<file path="src/rtl/vga_sync_rx.sv">
// ---------------------------------------------------------------------------
// vga_sync_rx
//
// Receiving end of the 640x480@60 VGA timing interface. Takes the active-low
// hsync/vsync produced by a sync generator (possibly from another clock
// domain). It checks every line and frame length against the expected
// timing, regenerates hpos/vpos/de, and declares lock after LOCK_FRAMES
// consecutive conforming frames.
//
// Ports:
//   clk       pixel clock, rising edge
//   rst_n     asynchronous active-low reset (async assert, sync release)
//   hsync_in  horizontal sync, active-low, may be asynchronous to clk
//   vsync_in  vertical sync, active-low, may be asynchronous to clk
//   hpos      regenerated pixel position, 0..H_TOTAL-1
//   vpos      regenerated line position, 0..V_TOTAL-1
//   de        display enable, aligned with hpos/vpos
//   locked    timing locked
//   h_meas    last measured line length in clocks (saturates at 1023)
//   v_meas    last measured frame length in lines (saturates at 1023)
//   sync_err  one-cycle pulse on any timing violation
//
// Optional build macro:
//   VGA_SYNC_RX_LOS_TIMEOUT_EN  enables the loss-of-signal timeout. When
//   2*H_TOTAL clocks pass without an hsync leading edge, the receiver drops
//   back to SEARCH.
// ---------------------------------------------------------------------------
module vga_sync_rx #(
  parameter int H_VISIBLE    = 640,
  parameter int H_SYNC_START = 656,
  parameter int H_TOTAL      = 800,
  parameter int V_VISIBLE    = 480,
  parameter int V_SYNC_START = 490,
  parameter int V_TOTAL      = 525,
  parameter int LOCK_FRAMES  = 2
) (
  input  logic       clk,
  input  logic       rst_n,
  input  logic       hsync_in,
  input  logic       vsync_in,
  output logic [9:0] hpos,
  output logic [9:0] vpos,
  output logic       de,
  output logic       locked,
  output logic [9:0] h_meas,
  output logic [9:0] v_meas,
  output logic       sync_err
);

  localparam logic [9:0] HVIS  = 10'(H_VISIBLE);
  localparam logic [9:0] HSS   = 10'(H_SYNC_START);
  localparam logic [9:0] HLAST = 10'(H_TOTAL - 1);
  localparam logic [9:0] HTOT  = 10'(H_TOTAL);
  localparam logic [9:0] VVIS  = 10'(V_VISIBLE);
  localparam logic [9:0] VSS   = 10'(V_SYNC_START);
  localparam logic [9:0] VLAST = 10'(V_TOTAL - 1);
  localparam logic [9:0] VTOT  = 10'(V_TOTAL);
  localparam logic [9:0] SAT   = 10'd1023;
  localparam logic [3:0] LOCKN = 4'(LOCK_FRAMES);

  typedef enum logic [1:0] {
    SEARCH  = 2'd0,
    MEASURE = 2'd1,
    LOCKED  = 2'd2
  } state_t;

  state_t     state, state_n;
  logic [3:0] good, good_n, good_inc;
  logic       bad_line, badl_n;
  logic       err_n;

  logic       hs_s1, hs_s2, hs_prev;
  logic       vs_s1, vs_s2, vs_prev;
  logic       h_edge, v_edge;

  logic [9:0] hpos_n, vpos_n;
  logic       h_wrap;
  logic [9:0] hcnt, lcnt;
  logic       h_seen;
  logic       line_bad, frame_bad;
  logic       los_fire;

  // Two-flop synchronizers plus a previous-value flop per sync input.
  // All flops reset to 1 (sync inactive), so a reset never fakes an edge.
  always_ff @(posedge clk or negedge rst_n) begin
    if (!rst_n) begin
      hs_s1   <= 1'b1;
      hs_s2   <= 1'b1;
      hs_prev <= 1'b1;
      vs_s1   <= 1'b1;
      vs_s2   <= 1'b1;
      vs_prev <= 1'b1;
    end else begin
      hs_s1   <= hsync_in;
      hs_s2   <= hs_s1;
      hs_prev <= hs_s2;
      vs_s1   <= vsync_in;
      vs_s2   <= vs_s1;
      vs_prev <= vs_s2;
    end
  end

  // Leading (falling) edges of the active-low syncs.
  assign h_edge = hs_prev & ~hs_s2;
  assign v_edge = vs_prev & ~vs_s2;

  // Next-state position counters. A sync edge re-phases the counter to the
  // sync start position. Otherwise the counters free-run. A V_EDGE wins
  // over the line increment caused by an hpos wrap.
  always_comb begin
    hpos_n = hpos + 10'd1;
    h_wrap = 1'b0;
    if (h_edge) begin
      hpos_n = HSS;
    end else if (hpos == HLAST) begin
      hpos_n = '0;
      h_wrap = 1'b1;
    end

    vpos_n = vpos;
    if (v_edge) begin
      vpos_n = VSS;
    end else if (h_wrap) begin
      vpos_n = (vpos == VLAST) ? 10'd0 : vpos + 10'd1;
    end
  end

  // Position registers and display enable. The de output uses the
  // next-state position and lock state, so it lines up with hpos/vpos.
  always_ff @(posedge clk or negedge rst_n) begin
    if (!rst_n) begin
      hpos <= '0;
      vpos <= '0;
      de   <= 1'b0;
    end else begin
      hpos <= hpos_n;
      vpos <= vpos_n;
      de   <= (state_n == LOCKED) && (hpos_n < HVIS) && (vpos_n < VVIS);
    end
  end

  // Line and frame length measurement. When H_EDGE and V_EDGE coincide,
  // that H_EDGE belongs to the new frame, so lcnt restarts at 1.
  always_ff @(posedge clk or negedge rst_n) begin
    if (!rst_n) begin
      hcnt   <= '0;
      lcnt   <= '0;
      h_meas <= '0;
      v_meas <= '0;
      h_seen <= 1'b0;
    end else begin
      if (h_edge) begin
        h_meas <= hcnt;
        hcnt   <= 10'd1;
        h_seen <= 1'b1;
      end else if (hcnt != SAT) begin
        hcnt <= hcnt + 10'd1;
      end

      if (v_edge) begin
        v_meas <= lcnt;
        lcnt   <= h_edge ? 10'd1 : 10'd0;
      end else if (h_edge && (lcnt != SAT)) begin
        lcnt <= lcnt + 10'd1;
      end
    end
  end

  // The first H_EDGE after reset closes a line of unknown start, so it is
  // not checked. A frame is bad on a wrong line count or on any bad line
  // since the previous V_EDGE, including one ending in this same cycle.
  assign line_bad  = h_edge && h_seen && (hcnt != HTOT);
  assign frame_bad = (lcnt != VTOT) || bad_line || line_bad;

`ifdef VGA_SYNC_RX_LOS_TIMEOUT_EN
  localparam logic [11:0] LOS_LAST = 12'(2 * H_TOTAL - 1);

  logic [11:0] los_cnt;
  logic        los_armed;

  // Loss-of-signal watchdog. It fires once when 2*H_TOTAL clocks pass
  // without an H_EDGE, then stays quiet until hsync comes back.
  always_ff @(posedge clk or negedge rst_n) begin
    if (!rst_n) begin
      los_cnt   <= '0;
      los_armed <= 1'b0;
    end else if (h_edge) begin
      los_cnt   <= '0;
      los_armed <= 1'b1;
    end else if (los_fire) begin
      los_armed <= 1'b0;
    end else if (los_armed) begin
      los_cnt <= los_cnt + 12'd1;
    end
  end

  assign los_fire = los_armed && !h_edge && (los_cnt == LOS_LAST);
`else
  assign los_fire = 1'b0;
`endif

  // Lock FSM state register, good-frame counter, sticky bad-line flag and
  // the registered error pulse.
  always_ff @(posedge clk or negedge rst_n) begin
    if (!rst_n) begin
      state    <= SEARCH;
      good     <= '0;
      bad_line <= 1'b0;
      sync_err <= 1'b0;
    end else begin
      state    <= state_n;
      good     <= good_n;
      bad_line <= badl_n;
      sync_err <= err_n;
    end
  end

  // Lock FSM next-state logic. SEARCH only waits for a frame boundary.
  // MEASURE counts consecutive good frames. LOCKED falls back to MEASURE
  // on the first bad line or frame. A bad line and a bad frame in the same
  // cycle share one error pulse.
  always_comb begin
    state_n  = state;
    good_n   = good;
    badl_n   = bad_line;
    err_n    = 1'b0;
    good_inc = good + 4'd1;

    case (state)
      SEARCH: begin
        if (v_edge) begin
          state_n = MEASURE;
          good_n  = '0;
          badl_n  = 1'b0;
        end
      end
      MEASURE: begin
        if (line_bad) begin
          badl_n = 1'b1;
          err_n  = 1'b1;
        end
        if (v_edge) begin
          badl_n = 1'b0;
          if (frame_bad) begin
            good_n = '0;
            err_n  = 1'b1;
          end else begin
            good_n = good_inc;
            if (good_inc == LOCKN) begin
              state_n = LOCKED;
            end
          end
        end
      end
      LOCKED: begin
        if (line_bad) begin
          badl_n  = 1'b1;
          err_n   = 1'b1;
          state_n = MEASURE;
          good_n  = '0;
        end
        if (v_edge) begin
          badl_n = 1'b0;
          if (frame_bad) begin
            err_n   = 1'b1;
            state_n = MEASURE;
            good_n  = '0;
          end
        end
      end
      default: begin
        state_n = SEARCH;
        good_n  = '0;
        badl_n  = 1'b0;
      end
    endcase

    // A timeout overrides everything and restarts acquisition.
    if (los_fire) begin
      state_n = SEARCH;
      good_n  = '0;
      badl_n  = 1'b0;
      err_n   = (state != SEARCH);
    end
  end

  assign locked = (state == LOCKED);

endmodule

</file>
<file path="config.mk">
export PLATFORM = sky130hd
export DESIGN_NAME = vga_sync_rx
export DESIGN_NICKNAME = d
export VERILOG_FILES = /design/src/rtl/vga_sync_rx.sv
export SDC_FILE = /design/constraint.sdc
export NUM_CORES = 1
export LEC_CHECK = 0
export BUFFER_PORTS_ARGS = -buffer_cell sky130_fd_sc_hd__buf_2
export CAP_MARGIN = 5
export CORE_MARGIN = 1
export CORE_UTILIZATION = 30
export CTS_CLUSTER_DIAMETER = 30
export CTS_CLUSTER_SIZE = 16
export DETAILED_ROUTE_END_ITERATION = 8
export PLACE_DENSITY = 0.48
export SYNTH_ARGS = -nofsm -noshare
export SYNTH_HDL_FRONTEND = slang
export SYNTH_SLANG_ARGS = --single-unit
</file>
<file path="constraint.sdc">
create_clock -name clk -period 2.3 [get_ports clk]
set_input_delay 0.23 -clock clk [delete_from_list [all_inputs] [get_ports clk]]
set_output_delay 0.23 -clock clk [all_outputs]
set_load 0.005 [all_outputs]
</file>
==> metrics.csv, run 1 <==
metric,value,unit
viasPerCell,4.997,
rsz0062_at_grt,false,
wl,8333,µm
synth-seq-cells,76,
post-synth-top-area-fraction,47.33,%
grt_pass1_wl,14300,µm
placed_cell_area,4198,µm²
min_path_type,flop to flop,
status,"finished, final reports clean",
ctsLongestPathBuffers,2,
synthAdderAreaFrac,4.395,%
syn-num-nets,401,
synth_cell_types,50,
synth_top_family_by_area,simple AND/OR/NAND/NOR gates,
timing.fmax,467.6,MHz
synth_commonest_cells,"76 x nand2_1, 70 x dfrtp_1, 34 x nor2_1",
critPathLaunchType,flop,
synth_area,3701,µm²
synth.avg_cell_area,9.638,µm²
fin_tns_setup,0,ns
seqCellArea,1911,µm²
grt_pass1_vias,2972,
drt_iter0_drc,174,
synth_xor_area_share,5.206,%
n_antenna_cell,0,
ir_drop,0.0003206,V
synth_cells,384,
root_buffer,clkbuf_16,
synthMuxAreaShare,0,%
timing.final.crit_share,92.97,%
overflow,0,
worst_path_max_delay_cell,or4b_2,
gp_congestion,0.8302,
synthTopCellsByArea,"dfrtp_1 47%, nand2_1 7.7%, ha_1 4.4%",
numCtsBuffers,9,
worstMarginPinSlew,0.4591,ns
final_core_util,38.01,%
clkTransAtPathRegs,0.06,ns
drc_errors,0,
drtPass1Iterations,4,
cts_max_level,3,
crit_fanout,6,
synth_edf_count,0,
clk_latency,0.33,ns
synth_most_common_cell,nand2_1,
antenna_left,0,
p_total,3.460,mW
vias,3003,
core_region_area,12010,µm²
antenna_found_initial,0,
path_cells,ha_2 > or4b_2 > o31ai_2 > a211oi_1 > a211oi_2 > nand2_1 > nor4_2,
clock-skew-final,0.005379,ns
slew_headroom,69.40,%
max_stage_delay,0.68,ns
initial_core_util,30.81,%
holdWs,0.3550,ns
grt_max_degree,45,
endpoint_kind,flop,
yosysSeqAreaShare,51.59,%
ys_dominant_reg_cell,dfrtp_1,
worstSetupPathType,flop to flop,
wire_per_inst,13.87,µm
hold_viol,0,
synth_top_area_cell,dfrtp_1,
die_h,113.1,µm
maxCapViolations,0,
grt_usage,14.15,%
fillerInstances,1248,
worstPathRequired,2.54,ns
area_growth,23.36,%
synth_warnings,0,
final_layout_size_suffix_gt1_share,22.25,%
yosys.area_share.simple,25.83,%
clock-sinks,76,
port_buffers,46,
multiInputGateArea,1734,µm²
path_delay_family,simple AND/OR/NAND/NOR gates,
die_w,113.1,µm
dieArea,12780,µm²
power.density,757.9,nW/µm²
cp.buffers_inverters,0,
num_io_pins,47,
drv_slew,0,
final_net_count,466,
synth-compound-area-share,10.04,%
final_cell_area,4566,µm²
period_needed,2.138,ns
setup_viol,0,
leakagePower,2.132,nW
ys_async_sr_fraction,100.0,%
cp.arrival,2.37,ns
fp-row-count,40,
dp_hpwl,5829,µm
tritoncts,yes,
## repair_timing
action / 4_1_cts / 5_1_grt
hold buffers: 3 / 0
endpoints found under the hold margin: 31 / 0
gates resized for setup: 0 / 13
endpoints found under the setup margin: 0 / 5
setup buffers: 0 / 1
## registers in the layout (all words and copies together), names as in the netlist, 2 cells and up
| register | flops |
|---|---|
| h_meas | 10 |
| hcnt | 10 |
| hpos | 10 |
| lcnt | 10 |
| v_meas | 10 |
| vpos | 10 |
| good | 4 |
| state | 2 |
## cell usage in the layout, fill, tap and decap left out, types with 3 or more instances in the layout
| master | count |
|---|---|
| nand2_1 | 76 |
| dfrtp_1 | 69 |
| buf_2 | 45 |
| nor2_1 | 34 |
| nand3_1 | 18 |
| o21ai_0 | 17 |
| buf_4 | 16 |
| nand4_1 | 15 |
| xor2_1 | 15 |
| inv_1 | 14 |
| ha_1 | 12 |
| a21oi_1 | 9 |
| clkbuf_16 | 9 |
| and3_1 | 8 |
| xnor2_1 | 7 |
| nor3_1 | 6 |
| dfstp_2 | 6 |
| or3_1 | 5 |
| nand2b_1 | 4 |
| nor4_2 | 4 |
| a211oi_1 | 4 |
| nor2b_1 | 3 |
| nor4_1 | 3 |
| and2_1 | 3 |
| clkbuf_1 | 3 |
| dlygate4sd3_1 | 3 |
## cell type report
type	count	share of cell area, %
Clock buffer	14	5.782
Clock inverter	2	0.2192
Inverter	15	1.233
Multi-Input combinational cell	281	37.98
Sequential cell	76	41.85
Tap cell	147	4.028
Timing Repair Buffer	66	8.907
## worst register-to-register path, delay by kind of cell, from the launching register on
kind / cells / cell delay, ns
adder cells (fa/ha/maj): 1 / 0.21
AND/OR/NAND/NOR: 3 / 0.92
AO/OA/AOI/OAI: 3 / 0.48
flip-flops: 1 / 0.43
## layer usage
layer / vias up / part of all wire (%) / track usage (%)
li1: 1469 / - / -
met1: 1479 / 48 / 18.22
met2: 48 / 48 / 23.35
met3: 7 / 3.4 / 3.267
met4: 0 / 1.1 / 4.912
met5: - / 0 / 0
## cell families (layout without fill, tap and decap cells)
family                   count (synthesis)  in the layout
AND/OR/NAND/NOR                        192            192
flip-flops                              76             76
AO/OA/AOI/OAI                           54             54
buffers and inverters                   27             97
XOR/XNOR                                22             22
adder cells (fa/ha/maj)                 13             13
## power breakdown
part	switching, mW	internal (mW)
registers	0.131	1.47
logic	0.310	0.245
clock network	0.520	0.787
total	0.962	2.50
## path summary, 6_finish.rpt
kind	from	endpoint	slack (ns)	depth (start not counted)
worst max register to register	good[0]	de	0.16	7
worst min-delay path	vs_s1	vs_s2	0.35	0
min in group asynchronous	rst_n	lcnt[2]	0.40	2
max in group asynchronous	rst_n	hs_s2	1.25	3
worst min register to register	vs_s1	vs_s2	0.35	0
worst max-delay path	good[0]	de	0.16	7
## metrics by stage
step,worst slack [ns],cells
final,0.1616,601
after global routing,0.01900,601
after floorplan,0.2307,384
after global placement,0.1800,581
after CTS,0.05111,600
after detailed placement,0.07995,581
Note: power is estimated with default switching activity, not from simulation.
==> run 2, diff against run 1 <==
Settings changed: CORE_ASPECT_RATIO set to 0.6.
==> metrics.csv, run 2 (synthesized netlist as in run 1, its figures left out) <==
metric,value,unit
crit_fanout,5,
cts_max_level,3,
leakagePower,2.209,nW
clock-sinks,76,
grt_pass1_wl,15150,µm
num_io_pins,47,
viasPerCell,4.754,
hold_viol,0,
ir_drop,0.0003938,V
endpoint_kind,flop,
setup_viol,0,
power.density,771.8,nW/µm²
drtPass1Iterations,4,
worstMarginPinSlew,0.5233,ns
drv_slew,0,
ctsLongestPathBuffers,2,
power.switching,1.001,mW
cp.arrival,2.39,ns
max_stage_delay,0.68,ns
period_needed,2.147,ns
drt_iter0_drc,110,
min_path_type,flop to flop,
n_antenna_cell,0,
final_cells,623,
setup_slack,0.1525,ns
hold_depth,0,
fin_tns_setup,0,ns
fillerInstances,1179,
grt_usage,15.25,%
timing.fmax,465.7,MHz
status,"finished, final reports clean",
wl,8891,µm
dp_hpwl,6348,µm
die_h,88.04,µm
placed_cell_area,4282,µm²
root_buffer,clkbuf_16,
reg2reg_depth,7,
clk_latency,0.33,ns
final_cell_area,4672,µm²
slew_headroom,65.11,%
fp-row-count,30,
worst_path_max_delay_cell,or4b_2,
seq_power_share,44.3,%
clkPwrFrac,39.9,%
internal_power,2.605,mW
rsz0062_at_grt,false,
final_core_util,40.15,%
numCtsBuffers,9,
drc_errors,0,
die_w,145.4,µm
critPathLaunchType,flop,
maxCapViolations,0,
worstPathRequired,2.55,ns
path_cells,ha_2 > or4b_2 > o31ai_2 > a211oi_1 > a211oi_2 > nand2_1 > nor4_2,
timing.final.crit_share,93.37,%
grt_max_degree,45,
final_net_count,475,
antenna_left,0,
grt_pass1_vias,2882,
antenna_found_initial,0,
core_region_area,11640,µm²
swShare,27.77,%
port_buffers,46,
gp_congestion,0.7696,
clock-skew-final,0.005844,ns
layout_common_cells,"76 x nand2_1, 69 x dfrtp_1, 45 x buf_2",
wire_per_inst,14.27,µm
combPwrFrac,15.8,%
dieArea,12800,µm²
vias,2962,
area_growth,26.23,%
final_common_cell,nand2_1,
dp_cells,603,
clkTransAtPathRegs,0.06,ns
final_layout_size_suffix_gt1_share,23.97,%
worstSetupPathType,flop to flop,
initial_core_util,31.81,%
tritoncts,yes,
dpl_worst_slack,0.09353,ns
overflow,0,
run 2: changes by cell type in the layout (fill, tap and decap cells not counted):
cell and delta:
o31ai_2 +1, nor4_2 -3, o31ai_4 -1, nor3_1 -1, clkbuf_1 -2, nor4_4 +1
nor3_2 +1, clkinvlp_4 +1, bufinv_16 +1, nor4_1 +2, buf_4 +9
run 2: path summary, 6_finish.rpt:
check / slack (ns) / from / to
worst max-delay path: 0.15 / good[1] / de
worst min-delay path: 0.36 / hs_s1 / hs_s2
worst max register to register: 0.15 / good[1] / de
worst min register to register: 0.36 / hs_s1 / hs_s2
max in group asynchronous: 1.25 / rst_n / hs_s2
min in group asynchronous: 0.39 / rst_n / h_meas[7]
run 2: repair_timing:
item | CTS | global route
setup endpoints to repair | 0 | 2
gates resized for setup | 0 | 12
endpoints found under the hold margin | 31 | 0
setup buffers | 0 | 1
hold buffers | 3 | 0
run 2: cell type report:
class                      instances  area, µm²  area share, %
clock buffer                      12      256.5          5.490
clock inverter                     4      47.55          1.018
inverter                          15      56.30          1.205
multi-input combinational        281       1727          36.96
sequential                        76       1911          40.89
tap                              160      200.2          4.285
timing repair buffer              75      474.2          10.15
run 2: through the flow:
| stage | hold WS, ns | power (mW) |
|---|---|---|
| after global placement | 0.2109 | 2.176 |
| after floorplan | -0.06559 | 1.930 |
| final | 0.3571 | 3.606 |
| after detailed placement | 0.2106 | 2.175 |
| after global routing | 0.3588 | 3.799 |
| after CTS | 0.3582 | 3.640 |
run 2: layer usage:
metal	up-vias	global-route usage (%)	share of wire, %
li1	1490	-	-
met1	1411	23.17	58
met2	54	20.37	38
met4	0	4.880	0.96
met3	7	4.271	3.9
met5	-	0	0
run 2: power by group through the flow:
stage               clock network, mW  registers (mW)  logic, mW
floorplan                           0            1.59      0.336
global placement                    0            1.61      0.566
detailed placement                  0            1.61      0.562
CTS                              1.48            1.59      0.568
global route                     1.54            1.62      0.642
finish                           1.44            1.60      0.570
run 2: critical path: cells and delay by family (launching register included):
family	cells	cell delay (ns)
compound gates	3	0.51
fa+ha+maj	1	0.21
flops	1	0.42
simple gates	3	0.91
